--- src/rtl/ac_control_unit.sv ---
// Fetch/decode/execute sequencer for the accumulator machine.
// Drives PC step/load, memory handshake and ACC/ALU controls.
module ac_control_unit #(
  parameter int ADDR_W = 5,
  parameter int OP_W   = 3,
  parameter int CNT_W  = 16
) (
  input  logic                   clk_i,
  input  logic                   rst_ni,
  input  logic [OP_W+ADDR_W-1:0] instr_i,
  input  logic                   mem_ack_i,
  input  logic                   zero_i,
  output logic                   mem_req_o,
  output logic                   mem_we_o,
  output logic                   addr_sel_o,
  output logic [ADDR_W-1:0]      operand_o,
  output logic [OP_W+ADDR_W-1:0] ir_o,
  output logic                   pc_inc_o,
  output logic                   jmp_en_o,
  output logic [ADDR_W-1:0]      jmp_addr_o,
  output logic                   acc_we_o,
  output logic [1:0]             alu_op_o,
  output logic                   halted_o,
  output logic [2:0]             state_o,
  output logic [CNT_W-1:0]       instr_cnt_o
);

  localparam int IW = OP_W + ADDR_W;

  localparam logic [OP_W-1:0] OP_NOP = OP_W'(0);
  localparam logic [OP_W-1:0] OP_LDA = OP_W'(1);
  localparam logic [OP_W-1:0] OP_STA = OP_W'(2);
  localparam logic [OP_W-1:0] OP_ADD = OP_W'(3);
  localparam logic [OP_W-1:0] OP_SUB = OP_W'(4);
  localparam logic [OP_W-1:0] OP_JMP = OP_W'(5);
  localparam logic [OP_W-1:0] OP_JZ  = OP_W'(6);
  localparam logic [OP_W-1:0] OP_HLT = OP_W'(7);

  typedef enum logic [2:0] {
    S_FETCH   = 3'd0,
    S_DECODE  = 3'd1,
    S_EXEC_RD = 3'd2,
    S_EXEC_WR = 3'd3,
    S_HALT    = 3'd4
  } state_t;

  state_t           state, state_nxt;
  logic [IW-1:0]    ir;
  logic [CNT_W-1:0] cnt;
  logic [OP_W-1:0]  opc;
  logic             retire;
  logic             load_ir;

  logic       req, we, sel, inc, jmp, accwe, halted;
  logic [1:0] alu;

  assign opc = ir[IW-1 -: OP_W];

  always_ff @(posedge clk_i or negedge rst_ni) begin
    if (!rst_ni) begin
      state <= S_FETCH;
      ir    <= '0;
      cnt   <= '0;
    end else begin
      state <= state_nxt;
      if (load_ir) ir <= instr_i;
      if (retire) cnt <= cnt + CNT_W'(1);
    end
  end

  always_comb begin
    state_nxt = state;
    req       = 1'b0;
    we        = 1'b0;
    sel       = 1'b0;
    inc       = 1'b0;
    jmp       = 1'b0;
    accwe     = 1'b0;
    alu       = 2'b00;
    halted    = 1'b0;
    retire    = 1'b0;
    load_ir   = 1'b0;
    case (state)
      S_FETCH: begin
        req = 1'b1;
        if (mem_ack_i) begin
          load_ir   = 1'b1;
          state_nxt = S_DECODE;
        end
      end
      S_DECODE: begin
        case (opc)
          OP_NOP, OP_LDA, OP_STA,
          OP_ADD, OP_SUB: inc = 1'b1;
          OP_JMP:         jmp = 1'b1;
          OP_JZ: begin
            jmp = zero_i;
            inc = !zero_i;
          end
          default: ;
        endcase
        case (opc)
          OP_LDA, OP_ADD,
          OP_SUB:  state_nxt = S_EXEC_RD;
          OP_STA:  state_nxt = S_EXEC_WR;
          OP_HLT: begin
            state_nxt = S_HALT;
            retire    = 1'b1;
          end
          default: begin
            state_nxt = S_FETCH;
            retire    = 1'b1;
          end
        endcase
      end
      S_EXEC_RD: begin
        req   = 1'b1;
        sel   = 1'b1;
        accwe = mem_ack_i;
        case (opc)
          OP_ADD:  alu = 2'b01;
          OP_SUB:  alu = 2'b10;
          default: alu = 2'b00;
        endcase
        if (mem_ack_i) begin
          retire    = 1'b1;
          state_nxt = S_FETCH;
        end
      end
      S_EXEC_WR: begin
        req = 1'b1;
        we  = 1'b1;
        sel = 1'b1;
        if (mem_ack_i) begin
          retire    = 1'b1;
          state_nxt = S_FETCH;
        end
      end
      S_HALT:  halted = 1'b1;
      default: state_nxt = S_FETCH;
    endcase
  end

  // Request and pulses drop as soon as reset asserts, not at the next edge.
  assign mem_req_o   = rst_ni & req;
  assign mem_we_o    = rst_ni & we;
  assign addr_sel_o  = rst_ni & sel;
  assign pc_inc_o    = rst_ni & inc;
  assign jmp_en_o    = rst_ni & jmp;
  assign acc_we_o    = rst_ni & accwe;
  assign alu_op_o    = rst_ni ? alu : 2'b00;
  assign halted_o    = rst_ni & halted;
  assign state_o     = state;
  assign ir_o        = ir;
  assign operand_o   = ir[ADDR_W-1:0];
  assign jmp_addr_o  = ir[ADDR_W-1:0];
  assign instr_cnt_o = cnt;

endmodule

--- config.mk ---
export PLATFORM = sky130hd
export DESIGN_NAME = ac_control_unit
export DESIGN_NICKNAME = d
export VERILOG_FILES = /design/src/rtl/ac_control_unit.sv
export SDC_FILE = /design/constraint.sdc
export NUM_CORES = 1
export LEC_CHECK = 0
export BUFFER_PORTS_ARGS = -buffer_cell sky130_fd_sc_hd__buf_4
export CELL_PAD_IN_SITES_DETAIL_PLACEMENT = 1
export CELL_PAD_IN_SITES_GLOBAL_PLACEMENT = 2
export CORE_MARGIN = 5
export CORE_UTILIZATION = 32
export DETAILED_ROUTE_END_ITERATION = 16
export HOLD_SLACK_MARGIN = 0.15
export PLACE_DENSITY_LB_ADDON = 0.2
export SLEW_MARGIN = 30
export SYNTH_ARGS = -nofsm -noshare
export SYNTH_HDL_FRONTEND = slang
export SYNTH_SLANG_ARGS = --single-unit
export TNS_END_PERCENT = 10
--- constraint.sdc ---
create_clock -name clk_i -period 3.3 [get_ports clk_i]
set_clock_uncertainty 0.05 [all_clocks]
set_input_delay 0 -clock clk_i [delete_from_list [all_inputs] [get_ports clk_i]]
set_output_delay 0 -clock clk_i [all_outputs]
set_load 0.005 [all_outputs]
==> results of run 1 <==
[synth_stat cells (2+ instances only)]
library cell	number
sky130_fd_sc_hd__nor2_1	5
sky130_fd_sc_hd__and4_1	3
sky130_fd_sc_hd__dfrtp_1	27
sky130_fd_sc_hd__nand2_1	9
sky130_fd_sc_hd__inv_1	4
sky130_fd_sc_hd__a21boi_0	2
sky130_fd_sc_hd__a21oi_1	11
sky130_fd_sc_hd__and3_1	2
sky130_fd_sc_hd__nand3_1	5
sky130_fd_sc_hd__xnor2_1	2
sky130_fd_sc_hd__nand4_1	2
sky130_fd_sc_hd__buf_2	2
sky130_fd_sc_hd__mux2_2	9
sky130_fd_sc_hd__nand2b_1	2
sky130_fd_sc_hd__xor2_1	13
sky130_fd_sc_hd__a211oi_2	3
sky130_fd_sc_hd__buf_4	12
[per-layer routing]
metal | GRT usage [%] | routed length (um)
met1 | 16.4 | 1770
met4 | 5.67 | 61
met5 | 0 | 0
met2 | 22.2 | 1980
met3 | 2.95 | 215
[area by class of cell]
| class | count | share of cell area, % |
|---|---|---|
| multi-input combinational | 89 | 35.0 |
| sequential | 27 | 32.4 |
| timing repair buffer | 69 | 26.3 |
| tap | 54 | 3.24 |
| clock buffer | 3 | 1.98 |
| inverter | 4 | 0.720 |
| clock inverter | 1 | 0.360 |
[report_power, final]
group / switching [W] / leakage, nW / internal [W] / total [W]
Sequential: 0.000231 / 0.304 / 0.000451 / 0.000682
Clock: 0.000117 / 0.0217 / 0.0000861 / 0.000203
Combinational: 0.000316 / 0.567 / 0.000477 / 0.000793
[registers in the layout (all words and copies together), names as in the netlist]
signal and flops:
state_o 3, instr_cnt_o 16, ir_o 8
[placed cells by master (no fill, tap or decap), types with 2 or more instances in the layout]
cell type                       instances
sky130_fd_sc_hd__nand3_1                5
sky130_fd_sc_hd__inv_1                  4
sky130_fd_sc_hd__nor2_1                 5
sky130_fd_sc_hd__xnor2_1                2
sky130_fd_sc_hd__mux2_2                 9
sky130_fd_sc_hd__a21boi_0               2
sky130_fd_sc_hd__and4_1                 3
sky130_fd_sc_hd__a21oi_1               11
sky130_fd_sc_hd__a211oi_2               3
sky130_fd_sc_hd__nand2b_1               2
sky130_fd_sc_hd__buf_4                 57
sky130_fd_sc_hd__clkbuf_8               3
sky130_fd_sc_hd__nand4_1                2
sky130_fd_sc_hd__dfrtp_1               27
sky130_fd_sc_hd__dlygate4sd3_1         12
sky130_fd_sc_hd__nand2_1                9
sky130_fd_sc_hd__and3_1                 2
sky130_fd_sc_hd__xor2_1                13
[kinds of logic (layout without fill, tap and decap cells)]
kind of cell	after synthesis	after routing	synth area share, %
AOI/OAI and AO/OA	23	23	12.7
xor gates and xnor gates	15	15	8.56
adders and majority gates	1	1	0.815
buffers and inverters	20	77	8.48
DFF	27	27	44.0
muxes	10	10	7.58
and+or+nand+nor	40	40	17.8
[through the flow]
| step | cells | instance area [um2] | hold WS, ns |
|---|---|---|---|
| after floorplan | 136 | 1540 | -0.346 |
| after global placement | 231 | 1920 | -0.0906 |
| after detailed placement | 231 | 1920 | -0.0868 |
| after CTS | 247 | 2080 | 0.319 |
| after global routing | 247 | 2080 | 0.337 |
| final | 247 | 2080 | 0.317 |
[worst max-delay path: cells and delay by family]
kind                   cells  cell delay [ns]
buffers and inverters      4             2.38
[path summary, 6_finish.rpt]
path                                      start               to  slack (ns)  cells after the start
max in group clk_i                       rst_ni      alu_op_o[0]        1.40                      6
worst max register to register       state_o[0]   instr_cnt_o[6]        1.49                      4
worst max-delay path                     rst_ni          ir_o[5]        1.20                      4
min in group asynchronous                rst_ni  instr_cnt_o[11]        0.59                      3
worst min register to register  instr_cnt_o[15]  instr_cnt_o[15]        0.44                      1
worst min-delay path                     zero_i         jmp_en_o        0.32                      4
==> reports/metrics.csv, run 1 <==
stage,metric,value,unit
outcome,run_status,"finished, final reports clean",
synth,yosys.area.top_type_share,44.0,%
floorplan,ioPinCount,58,
synth,synth.ff_latch_count,27,
setup_path,critPathArrivalTime,2.40,ns
floorplan,chipHeight,79.3,um
synth,yosys_warnings,0,
floorplan,area_of_the_die,6280,um2
synth,dominantRegCellSynth,sky130_fd_sc_hd__dfrtp_1,
setup_path,critPathCaptureType,asynchronous set/reset pin,
clocking,htree_levels,1,
global_route,antenna_found_initial,0,
setup_path,critical_path.most_common_cell,sky130_fd_sc_hd__dlygate4sd3_1,
synth,synth.yosys.seq_area_share,44.0,%
clocking,tritoncts_clock_tree,built,
finish,multi_input_comb_area,729,um2
clocking,post-cts-setup-buffers,0,
global_route,grt_pass1_vias,1290,
global_route,grt_start_max_net_pins,19,
floorplan,width_of_the_die,79.3,um
clocking,clk_pin_slew_worst_paths,0.10,ns
setup_path,path_max_fanout,18,
synth,syn_area,1540,um2
power,overall_power_after_layout,0.00168,W
drt,drt.antenna.violating_nets,0,
placed_design,placement.io_buffers,57,
synth,netlist_top_cells_area,"sky130_fd_sc_hd__dfrtp_1 (44%), sky130_fd_sc_hd__xor2_1 (7.4%), sky130_fd_sc_hd__mux2_2 (6.6%), sky130_fd_sc_hd__buf_4 (5.9%), sky130_fd_sc_hd__a21oi_1 (3.6%)",
drt,routed_wl,4030,um
power,power.leakage,0.892,nW
drt,wl_per_cell,16.3,um
clocking,clock_tree.root_cell,sky130_fd_sc_hd__clkbuf_8,
finish,seqCellArea,676,um2
synth,syn_nets,149,
sta,setup_violations,0,
power,ir_drop,0.256,mV
global_route,grt_overflow,0,
clocking,cts_num_sinks,27,
synth,netlist.top_cell.by_area,sky130_fd_sc_hd__dfrtp_1,
synth,async_reset_ff_share,100,%
finish,fillerInstances,529,
setup_path,critPathKind,primary input to asynchronous set/reset pin,
sta,max_slew_margin,48.4,%
setup_path,start_kind,primary input,
sta,setup_total_negative_slack,0,ns
sta,final_period_minus_worst_setup_slack,2.10,ns
sta,fin_hold_viols,0,
setup_path,slowest_stage,sky130_fd_sc_hd__dlygate4sd3_1,
power,power_density,805,nW/um2
setup_path,critical_path.cell_chain,dlygate4sd3_1 > dlygate4sd3_1 > buf_4 > dlygate4sd3_1,
placed_design,preCtsSetupSlack,1.48,ns
flow_run,max-cap-violations,0,
drt,route.detailed.drc,0,
sta,finalMaxSlewViolations,0,
placed_design,post-dp-hpwl,2860,um
finish,diodes,0,
clocking,cts_inserted_buffers,3,
synth,syn_area_per_cell,11.3,um2
clocking,cts.path.max_buffers,2,
finish,final_core_utilization,44.4,%
drt,via_count,1219,
drt,number_of_search_and_repair_iterations_in_the_first_detailed_routing_pass,2,
sta,grt_setup_unrepaired,no,
synth,syn_inst,136,
clocking,post_cts_resize_count,0,
drt,post_drt_via_cell_ratio,4.94,
floorplan,placeableCoreArea,4690,um2
floorplan,floorplan.initialDensity,32.7,%
floorplan,rows,25,
clocking,worstSkewPairLatency,0.28,ns
finish,nets,207,
finish,post_route_cells_drive_above_1_share,43.0,%
synth,synth.distinct_cells,40,
synth,synth-edff-count,0,
hold_path,holdCritPathClass,primary input to output pin,
setup_path,timing.critical_path.required,3.59,ns
global_route,grt_pass1_wl,6520,um
sta,post-route-period-util,63.8,%
drt,drt_first_iter_violations,39,
sta,setup_slack,1.20,ns
setup_path,critical_path.max_stage_delay,1.09,ns
global_route,overall_routing_resource_usage,13.3,%
clocking,cts.hold.buffers_added,12,
sta,max_clock_freq,0.475,GHz
sta,tightestPinTransition,0.772,ns
placed_design,gpl.final_weighted_congestion,0.758,
finish,synthToLayoutAreaGrowth,35.8,%
Note: power is estimated with default switching activity, not from simulation.
==> run 2, diff against run 1 <==
--- a/config.mk
+++ b/config.mk
@@ -5,11 +5,12 @@
 export SDC_FILE = /design/constraint.sdc
 export NUM_CORES = 1
 export LEC_CHECK = 0
+export ABC_AREA = 1
 export BUFFER_PORTS_ARGS = -buffer_cell sky130_fd_sc_hd__buf_4
 export CELL_PAD_IN_SITES_DETAIL_PLACEMENT = 1
 export CELL_PAD_IN_SITES_GLOBAL_PLACEMENT = 2
 export CORE_MARGIN = 5
-export CORE_UTILIZATION = 32
+export CORE_UTILIZATION = 27
 export DETAILED_ROUTE_END_ITERATION = 16
 export HOLD_SLACK_MARGIN = 0.15
 export PLACE_DENSITY_LB_ADDON = 0.2
==> constraint.sdc (replaced) <==
create_clock -name clk_i -period 2.2 [get_ports clk_i]
set_clock_uncertainty 0.05 [all_clocks]
set_input_delay 0 -clock clk_i [delete_from_list [all_inputs] [get_ports clk_i]]
set_output_delay 0 -clock clk_i [all_outputs]
set_load 0.005 [all_outputs]
==> reports/metrics.csv, run 2 <==
stage,metric,value,unit,change
synth,dominantRegCellSynth,sky130_fd_sc_hd__dfrtp_1,,
global_route,grt_pass1_wl,7490,um,+15%
finish,post_route_cells_drive_above_1_share,28.5,%,-15 points
sta,final_period_minus_worst_setup_slack,1.83,ns,
clocking,cts.path.max_buffers,2,,unchanged
finish,mostFrequentLayoutCell,sky130_fd_sc_hd__nand2_1,,
global_route,grt_pass1_vias,1519,,+18%
synth,async_reset_ff_share,100,%,unchanged
power,overall_power_after_layout,0.00222,W,+33%
clocking,clock_tree.root_cell,sky130_fd_sc_hd__clkbuf_8,,
setup_path,path_max_fanout,10,,-8
drt,drt_first_iter_violations,26,,-33%
floorplan,chipHeight,86.7,um,+9.4%
hold_path,holdCritPathClass,primary input to asynchronous set/reset pin,,
synth,syn_inst,205,,+51%
synth,netlist.top_cell.by_area,sky130_fd_sc_hd__dfrtp_1,,
floorplan,rows,28,,+12%
setup_path,critPathArrivalTime,1.95,ns,-0.45 ns
floorplan,placeableCoreArea,5820,um2,+24%
synth,yosys_warnings,0,,unchanged
synth,synth.yosys.seq_area_share,42.6,%,-1.5 points
synth,synth.most_common_cell,sky130_fd_sc_hd__nand2_1,,
flow_run,max-cap-violations,0,,unchanged
finish,layout.cells.most_common_list,"sky130_fd_sc_hd__nand2_1 (65), sky130_fd_sc_hd__buf_4 (58), sky130_fd_sc_hd__dfrtp_1 (27)",,
setup_path,critical_path.max_stage_delay,0.55,ns,-0.54 ns
floorplan,width_of_the_die,86.7,um,+9.4%
synth,synth.ff_latch_count,27,,unchanged
sta,setup_violations,0,,unchanged
finish,synthToLayoutAreaGrowth,37.9,%,
global_route,antenna_found_initial,0,,unchanged
floorplan,area_of_the_die,7510,um2,+20%
clocking,post_cts_resize_count,0,,unchanged
power,power_density,1020,nW/um2,+26%
drt,drt.antenna.violating_nets,0,,unchanged
sta,setup_total_negative_slack,0,ns,unchanged
sta,max_slew_margin,74.5,%,+26 points
global_route,grt_util_met3,1.81,%,-1.1 points
finish,nets,281,,+36%
clocking,clk_pin_slew_worst_paths,0.11,ns,about the same
synth,syn_area_per_cell,7.75,um2,-31%
clocking,post-cts-setup-buffers,0,,unchanged
setup_path,cpLargestDelayFamily,simple AND/OR/NAND/NOR gates,,
setup_path,critPathCaptureType,register,,
sta,tightestPinTransition,0.383,ns,-0.389 ns
placed_design,post-dp-hpwl,3470,um,+21%
sta,max_clock_freq,0.547,GHz,
sta,fin_hold_viols,0,,unchanged
drt,route.detailed.drc,0,,unchanged
global_route,global_route.usage.met1,16.6,%,+0.17 points
clocking,tritoncts_clock_tree,built,,
placed_design,gpl.final_weighted_congestion,0.704,,-7.2%
synth,synth.distinct_cells,26,,-35%
power,power.leakage,1.03,nW,+15%
floorplan,ioPinCount,58,,unchanged
setup_path,worst-path-buf-inv,1,,-3
global_route,globalRoute.busiestLayer,met2,,
global_route,globalRouteMet2Util,21.3,%,-0.87 points
setup_path,critical_path.cell_chain,nor2_1 > nand3_2 > nor2_1 > a21oi_1 > dlygate4sd3_1,,
sta,finalMaxSlewViolations,0,,unchanged
sta,grt_setup_unrepaired,no,,
floorplan,floorplan.initialDensity,27.3,%,-5.4 points
synth,yosys.area.top_type_share,42.6,%,-1.5 points
setup_path,critPathKind,register to register,,
synth,synth-edff-count,0,,unchanged
setup_path,critical_path.startpoint,state_o[1],,
placed_design,preCtsSetupSlack,0.548,ns,-0.937 ns
global_route,grt_start_max_net_pins,30,,+11
drt,post_drt_via_cell_ratio,4.27,,-13%
drt,wl_per_cell,13.0,um,-20%
clocking,cts_inserted_buffers,3,,unchanged
setup_path,reg2reg_from,state_o[1],,
drt,via_count,1462,,+20%
placed_design,placement.io_buffers,57,,unchanged
finish,fillerInstances,737,,+39%
global_route,grt_overflow,0,,unchanged
finish,diodes,0,,unchanged
global_route,overall_routing_resource_usage,12.4,%,-0.92 points
synth,syn_area,1590,um2,+3.4%
clocking,worstSkewPairLatency,0.28,ns,about the same
clocking,htree_levels,1,,unchanged
clocking,cts_num_sinks,27,,unchanged
synth,syn_nets,218,,+46%
finish,largest_reg_flops,16,,unchanged
sta,setup_slack,0.372,ns,-0.823 ns
synth,netlist_top_cells_area,"sky130_fd_sc_hd__dfrtp_1 (43%), sky130_fd_sc_hd__nand2_1 (15%), sky130_fd_sc_hd__inv_1 (5.4%), sky130_fd_sc_hd__nor2_1 (5.2%), sky130_fd_sc_hd__buf_4 (4.7%)",,
setup_path,critical_path.most_common_cell,sky130_fd_sc_hd__nor2_1,,
power,ir_drop,0.458,mV,+79%
sta,post-route-period-util,83.1,%,
setup_path,slowest_stage,sky130_fd_sc_hd__dlygate4sd3_1,,
drt,routed_wl,4450,um,+11%
setup_path,start_kind,register,,
synth,ys_top_cells_by_count,"sky130_fd_sc_hd__nand2_1 (65), sky130_fd_sc_hd__dfrtp_1 (27), sky130_fd_sc_hd__inv_1 (23)",,
clocking,cts.hold.buffers_added,12,,unchanged
drt,number_of_search_and_repair_iterations_in_the_first_detailed_routing_pass,3,,+1
setup_path,timing.critical_path.required,2.33,ns,-1.26 ns
outcome,run_status,"finished, final reports clean",,
[run 2: changes by cell type in the layout (fill, tap and decap cells not counted), moves of 4 or more]
| cell | before | now |
|---|---|---|
| sky130_fd_sc_hd__nand4_1 | 2 | 6 |
| sky130_fd_sc_hd__o21ai_0 | 0 | 6 |
| sky130_fd_sc_hd__xor2_1 | 13 | 4 |
| sky130_fd_sc_hd__a21oi_1 | 11 | 4 |
| sky130_fd_sc_hd__nor2_1 | 5 | 22 |
| sky130_fd_sc_hd__inv_1 | 4 | 23 |
| sky130_fd_sc_hd__nand2_1 | 9 | 65 |
| sky130_fd_sc_hd__nand3_1 | 5 | 9 |
[run 2: final timing paths]
check,slack (ns),endpoint,cells after the start
worst max register to register,0.37,ir_o[5],5
min in group clk_i,0.39,jmp_en_o,6
worst min-delay path,0.24,ir_o[4],3
worst max-delay path,0.37,ir_o[5],5
max in group asynchronous,1.57,state_o[2],3
worst min register to register,0.47,instr_cnt_o[15],2
[run 2: worst min-delay path, stage by stage]
cell and delay (ns):
sky130_fd_sc_hd__dlygate4sd3_1 0.52, sky130_fd_sc_hd__buf_4 0.13, sky130_fd_sc_hd__buf_4 0.35
[run 2: logic make-up after synthesis]
family,share of synthesized area (%)
flip-flops,42.6
buffers and inverters,11.6
AND/OR/NAND/NOR,31.4
multiplexers,4.26
AO/OA/AOI/OAI,5.04
adder cells (fa/ha/maj),0.788
XOR/XNOR,4.33
[run 2: stage by stage]
step,util (%),instances,hold slack (ns),cell area (um2)
finish,37.7,342,0.244,2190
global route,37.7,342,0.285,2190
CTS,37.7,342,0.259,2190
detailed placement,34.7,326,0.0458,2020
global placement,34.7,326,0.0534,2020
floorplan,-,205,-0.346,1590
[run 2: power by group]
part	switching [W]	total, W	internal, W
logic	0.000533	0.00109	0.000560
clock network	0.000178	0.000311	0.000133
registers	0.000180	0.000820	0.000640
total	0.000891	0.00222	0.00133
[run 2: cell type report]
| cell class | instances | area (um2) | area share, % |
|---|---|---|---|
| clock inverter | 1 | 8.76 | 0.400 |
| sequential | 27 | 676 | 30.9 |
| inverter | 23 | 86.3 | 3.94 |
| tap | 75 | 93.8 | 4.29 |
| timing repair buffer | 70 | 556 | 25.4 |
| multi-input combinational | 143 | 728 | 33.3 |
| clock buffer | 3 | 41.3 | 1.89 |
[run 2: routing by layer]
layer	vias to the layer above	share of wire (%)
met5	-	0
met2	34	47
met4	0	0.31
met3	2	5.5
met1	668	47
li1	758	-
==> run 3, diff against run 2 <==
--- a/config.mk
+++ b/config.mk
@@ -10,7 +10,7 @@
 export CELL_PAD_IN_SITES_DETAIL_PLACEMENT = 1
 export CELL_PAD_IN_SITES_GLOBAL_PLACEMENT = 2
 export CORE_MARGIN = 5
-export CORE_UTILIZATION = 27
+export CORE_UTILIZATION = 24
 export DETAILED_ROUTE_END_ITERATION = 16
 export HOLD_SLACK_MARGIN = 0.15
 export PLACE_DENSITY_LB_ADDON = 0.2
==> constraint.sdc (replaced) <==
create_clock -name clk_i -period 1.5 [get_ports clk_i]
set_clock_uncertainty 0.05 [all_clocks]
set_input_delay 0 -clock clk_i [delete_from_list [all_inputs] [get_ports clk_i]]
set_output_delay 0 -clock clk_i [all_outputs]
set_load 0.005 [all_outputs]
==> reports/metrics.csv, run 3 (synthesized netlist as in run 2, its figures left out) <==
stage,metric,value,unit,change
setup_path,slowest_stage,sky130_fd_sc_hd__dfrtp_2,,
finish,mostFrequentLayoutCell,sky130_fd_sc_hd__buf_4,,
drt,routed_wl,4870,um,+9.4%
drt,post_drt_via_cell_ratio,4.36,,+2.0%
setup_path,critPathArrivalTime,1.43,ns,-0.52 ns
setup_path,start_kind,register,,
setup_path,critical_path.most_common_cell,sky130_fd_sc_hd__nand2_4,,
setup_path,ff2ff_setup_slack,0.06,ns,-0.31 ns
setup_path,crit-reg2reg-capture,instr_cnt_o[5],,
global_route,grt_start_max_net_pins,18,,-40%
placed_design,placement.io_buffers,57,,unchanged
drt,detail_route.wirelength.met1,2230,um,+5.8%
sta,post-route-period-util,98.9,%,
finish,synthToLayoutAreaGrowth,50.7,%,
floorplan,area_of_the_die,8340,um2,+11%
finish,final_core_utilization,37.5,%,-0.19 points
finish,fillerInstances,785,,+6.5%
finish,nets,293,,+4.3%
floorplan,rows,29,,+3.6%
power,power.leakage,1.11,nW,+7.5%
setup_path,reg2reg_from,state_o[1],,
sta,tightestPinTransition,0.709,ns,+0.326 ns
floorplan,placeableCoreArea,6390,um2,+9.8%
drt,wl_per_cell,13.7,um,+5.1%
setup_path,critical_path.cell_chain,inv_2 > nand2_4 > nor2_4 > buf_6 > nand2_4 > nor2_2 > buf_4,,
clocking,cts_num_sinks,27,,unchanged
sta,finalMaxSlewViolations,0,,unchanged
global_route,grt_pass1_vias,1661,,+9.3%
sta,max_slew_margin,52.6,%,-22 points
floorplan,ioPinCount,58,,unchanged
clocking,clock_tree.root_cell,sky130_fd_sc_hd__clkbuf_8,,
outcome,run_status,"finished, final reports clean",,
sta,fin_hold_viols,0,,unchanged
drt,detailed_routed_wire_length_on_met3,217,um,-12%
placed_design,post-dp-hpwl,3650,um,+5.0%
sta,final_period_minus_worst_setup_slack,1.48,ns,
sta,setup_violations,0,,unchanged
floorplan,width_of_the_die,91.3,um,+5.4%
flow_run,max-cap-violations,0,,unchanged
finish,diodes,0,,unchanged
setup_path,critPathKind,register to output pin,,
setup_path,r2r.worst_path.cells,8,,+3
global_route,grt_pass1_wl,8210,um,+9.7%
sta,max_clock_freq,0.674,GHz,
global_route,overall_routing_resource_usage,11.9,%,-0.48 points
setup_path,critical_path.max_stage_delay,0.46,ns,-0.09 ns
floorplan,floorplan.initialDensity,24.9,%,-2.4 points
finish,layout.cells.most_common_list,"sky130_fd_sc_hd__buf_4 (69), sky130_fd_sc_hd__nand2_1 (60), sky130_fd_sc_hd__dfrtp_1 (24)",,
finish,largest_reg_flops,16,,unchanged
clocking,htree_levels,1,,unchanged
global_route,grt_overflow,0,,unchanged
setup_path,timing.critical_path.required,1.45,ns,-0.88 ns
sta,grt_setup_unrepaired,yes,,
global_route,antenna_found_initial,0,,unchanged
clocking,clk_pin_slew_worst_paths,0.11,ns,about the same
finish,post_route_cells_drive_above_1_share,39.8,%,+11 points
drt,number_of_search_and_repair_iterations_in_the_first_detailed_routing_pass,4,,+1
drt,drt_first_iter_violations,66,,+150%
floorplan,chipHeight,91.3,um,+5.4%
clocking,worstSkewPairLatency,0.28,ns,about the same
placed_design,gpl.final_weighted_congestion,0.727,,+3.3%
hold_path,holdCritPathClass,primary input to asynchronous set/reset pin,,
power,power_density,1570,nW/um2,+55%
clocking,tritoncts_clock_tree,built,,
power,ir_drop,0.849,mV,+85%
clocking,cts_inserted_buffers,3,,unchanged
drt,drt.antenna.violating_nets,0,,unchanged
drt,route.detailed.drc,0,,unchanged
clocking,cts.path.max_buffers,2,,unchanged
setup_path,critPathCaptureType,output pin,,
drt,top_layer_used,met4,,
drt,via_count,1552,,+6.2%
power,overall_power_after_layout,0.00375,W,+69%
drt,routed-wl-met2,2400,um,+15%
setup_path,path_max_fanout,5,,-5
==> run 3: area by class of cell <==
type / count / area (um2) / area share, %
multi-input combinational: 143 / 817 / 34.2
sequential: 27 / 679 / 28.4
timing repair buffer: 82 / 659 / 27.6
tap: 77 / 96.3 / 4.03
inverter: 23 / 90.1 / 3.77
clock buffer: 3 / 41.3 / 1.73
clock inverter: 1 / 8.76 / 0.366
==> run 3: worst max path at each step <==
| stage | from | end | slack, ns | cells past startpoint |
|---|---|---|---|---|
| floorplan | instr_cnt_o[0] | instr_cnt_o[8] | 0.06 | 7 |
| detailed placement | state_o[1] | ir_o[0] | 0.05 | 3 |
| finish | state_o[1] | jmp_en_o | 0.02 | 7 |
| global route | state_o[1] | pc_inc_o | -0.05 | 7 |
| CTS | state_o[2] | alu_op_o[0] | -0.007 | 6 |
| global placement | state_o[1] | ir_o[3] | 0.05 | 3 |
==> run 3: repair_timing <==
action	4_1_cts	5_1_grt
endpoints found under the hold margin	37	0
hold buffers	11	0
resized for setup	2	28
endpoints found under the setup margin	4	27
setup buffers	1	2
pin swaps	0	3
==> run 3: metal layers <==
layer,track usage [%],vias to the layer above
met5,0,-
met4,2.20,0
met3,3.06,2
met2,19.7,31
met1,15.7,738
li1,-,781
==> run 3: metrics by stage <==
| stage | setup TNS [ns] | setup WS [ns] | instances | hold slack [ns] | area (um2) |
|---|---|---|---|---|---|
| floorplan | 0 | 0.0611 | 205 | -0.346 | 1590 |
| global placement | 0 | 0.0473 | 338 | -0.178 | 2100 |
| detailed placement | 0 | 0.0548 | 338 | -0.179 | 2100 |
| CTS | -0.00658 | -0.00658 | 354 | 0.251 | 2270 |
| global route | -0.246 | -0.0489 | 356 | 0.285 | 2390 |
| finish | 0 | 0.0159 | 356 | 0.218 | 2390 |
==> run 3: worst max-delay path: cells and delay by family (launching register included) <==
| family | cells | cell delay (ns) |
|---|---|---|
| flops | 1 | 0.46 |
| buf+inv | 3 | 0.32 |
| simple gates | 4 | 0.36 |
==> run 3: power by group <==
| group | internal, W | total (W) | leakage [nW] | switching, W |
|---|---|---|---|---|
| sequential | 0.000943 | 0.00119 | 0.338 | 0.000247 |
| clock | 0.000196 | 0.000472 | 0.0261 | 0.000276 |
| combinational | 0.00109 | 0.00209 | 0.742 | 0.00100 |
| total | 0.00223 | 0.00375 | 1.11 | 0.00152 |
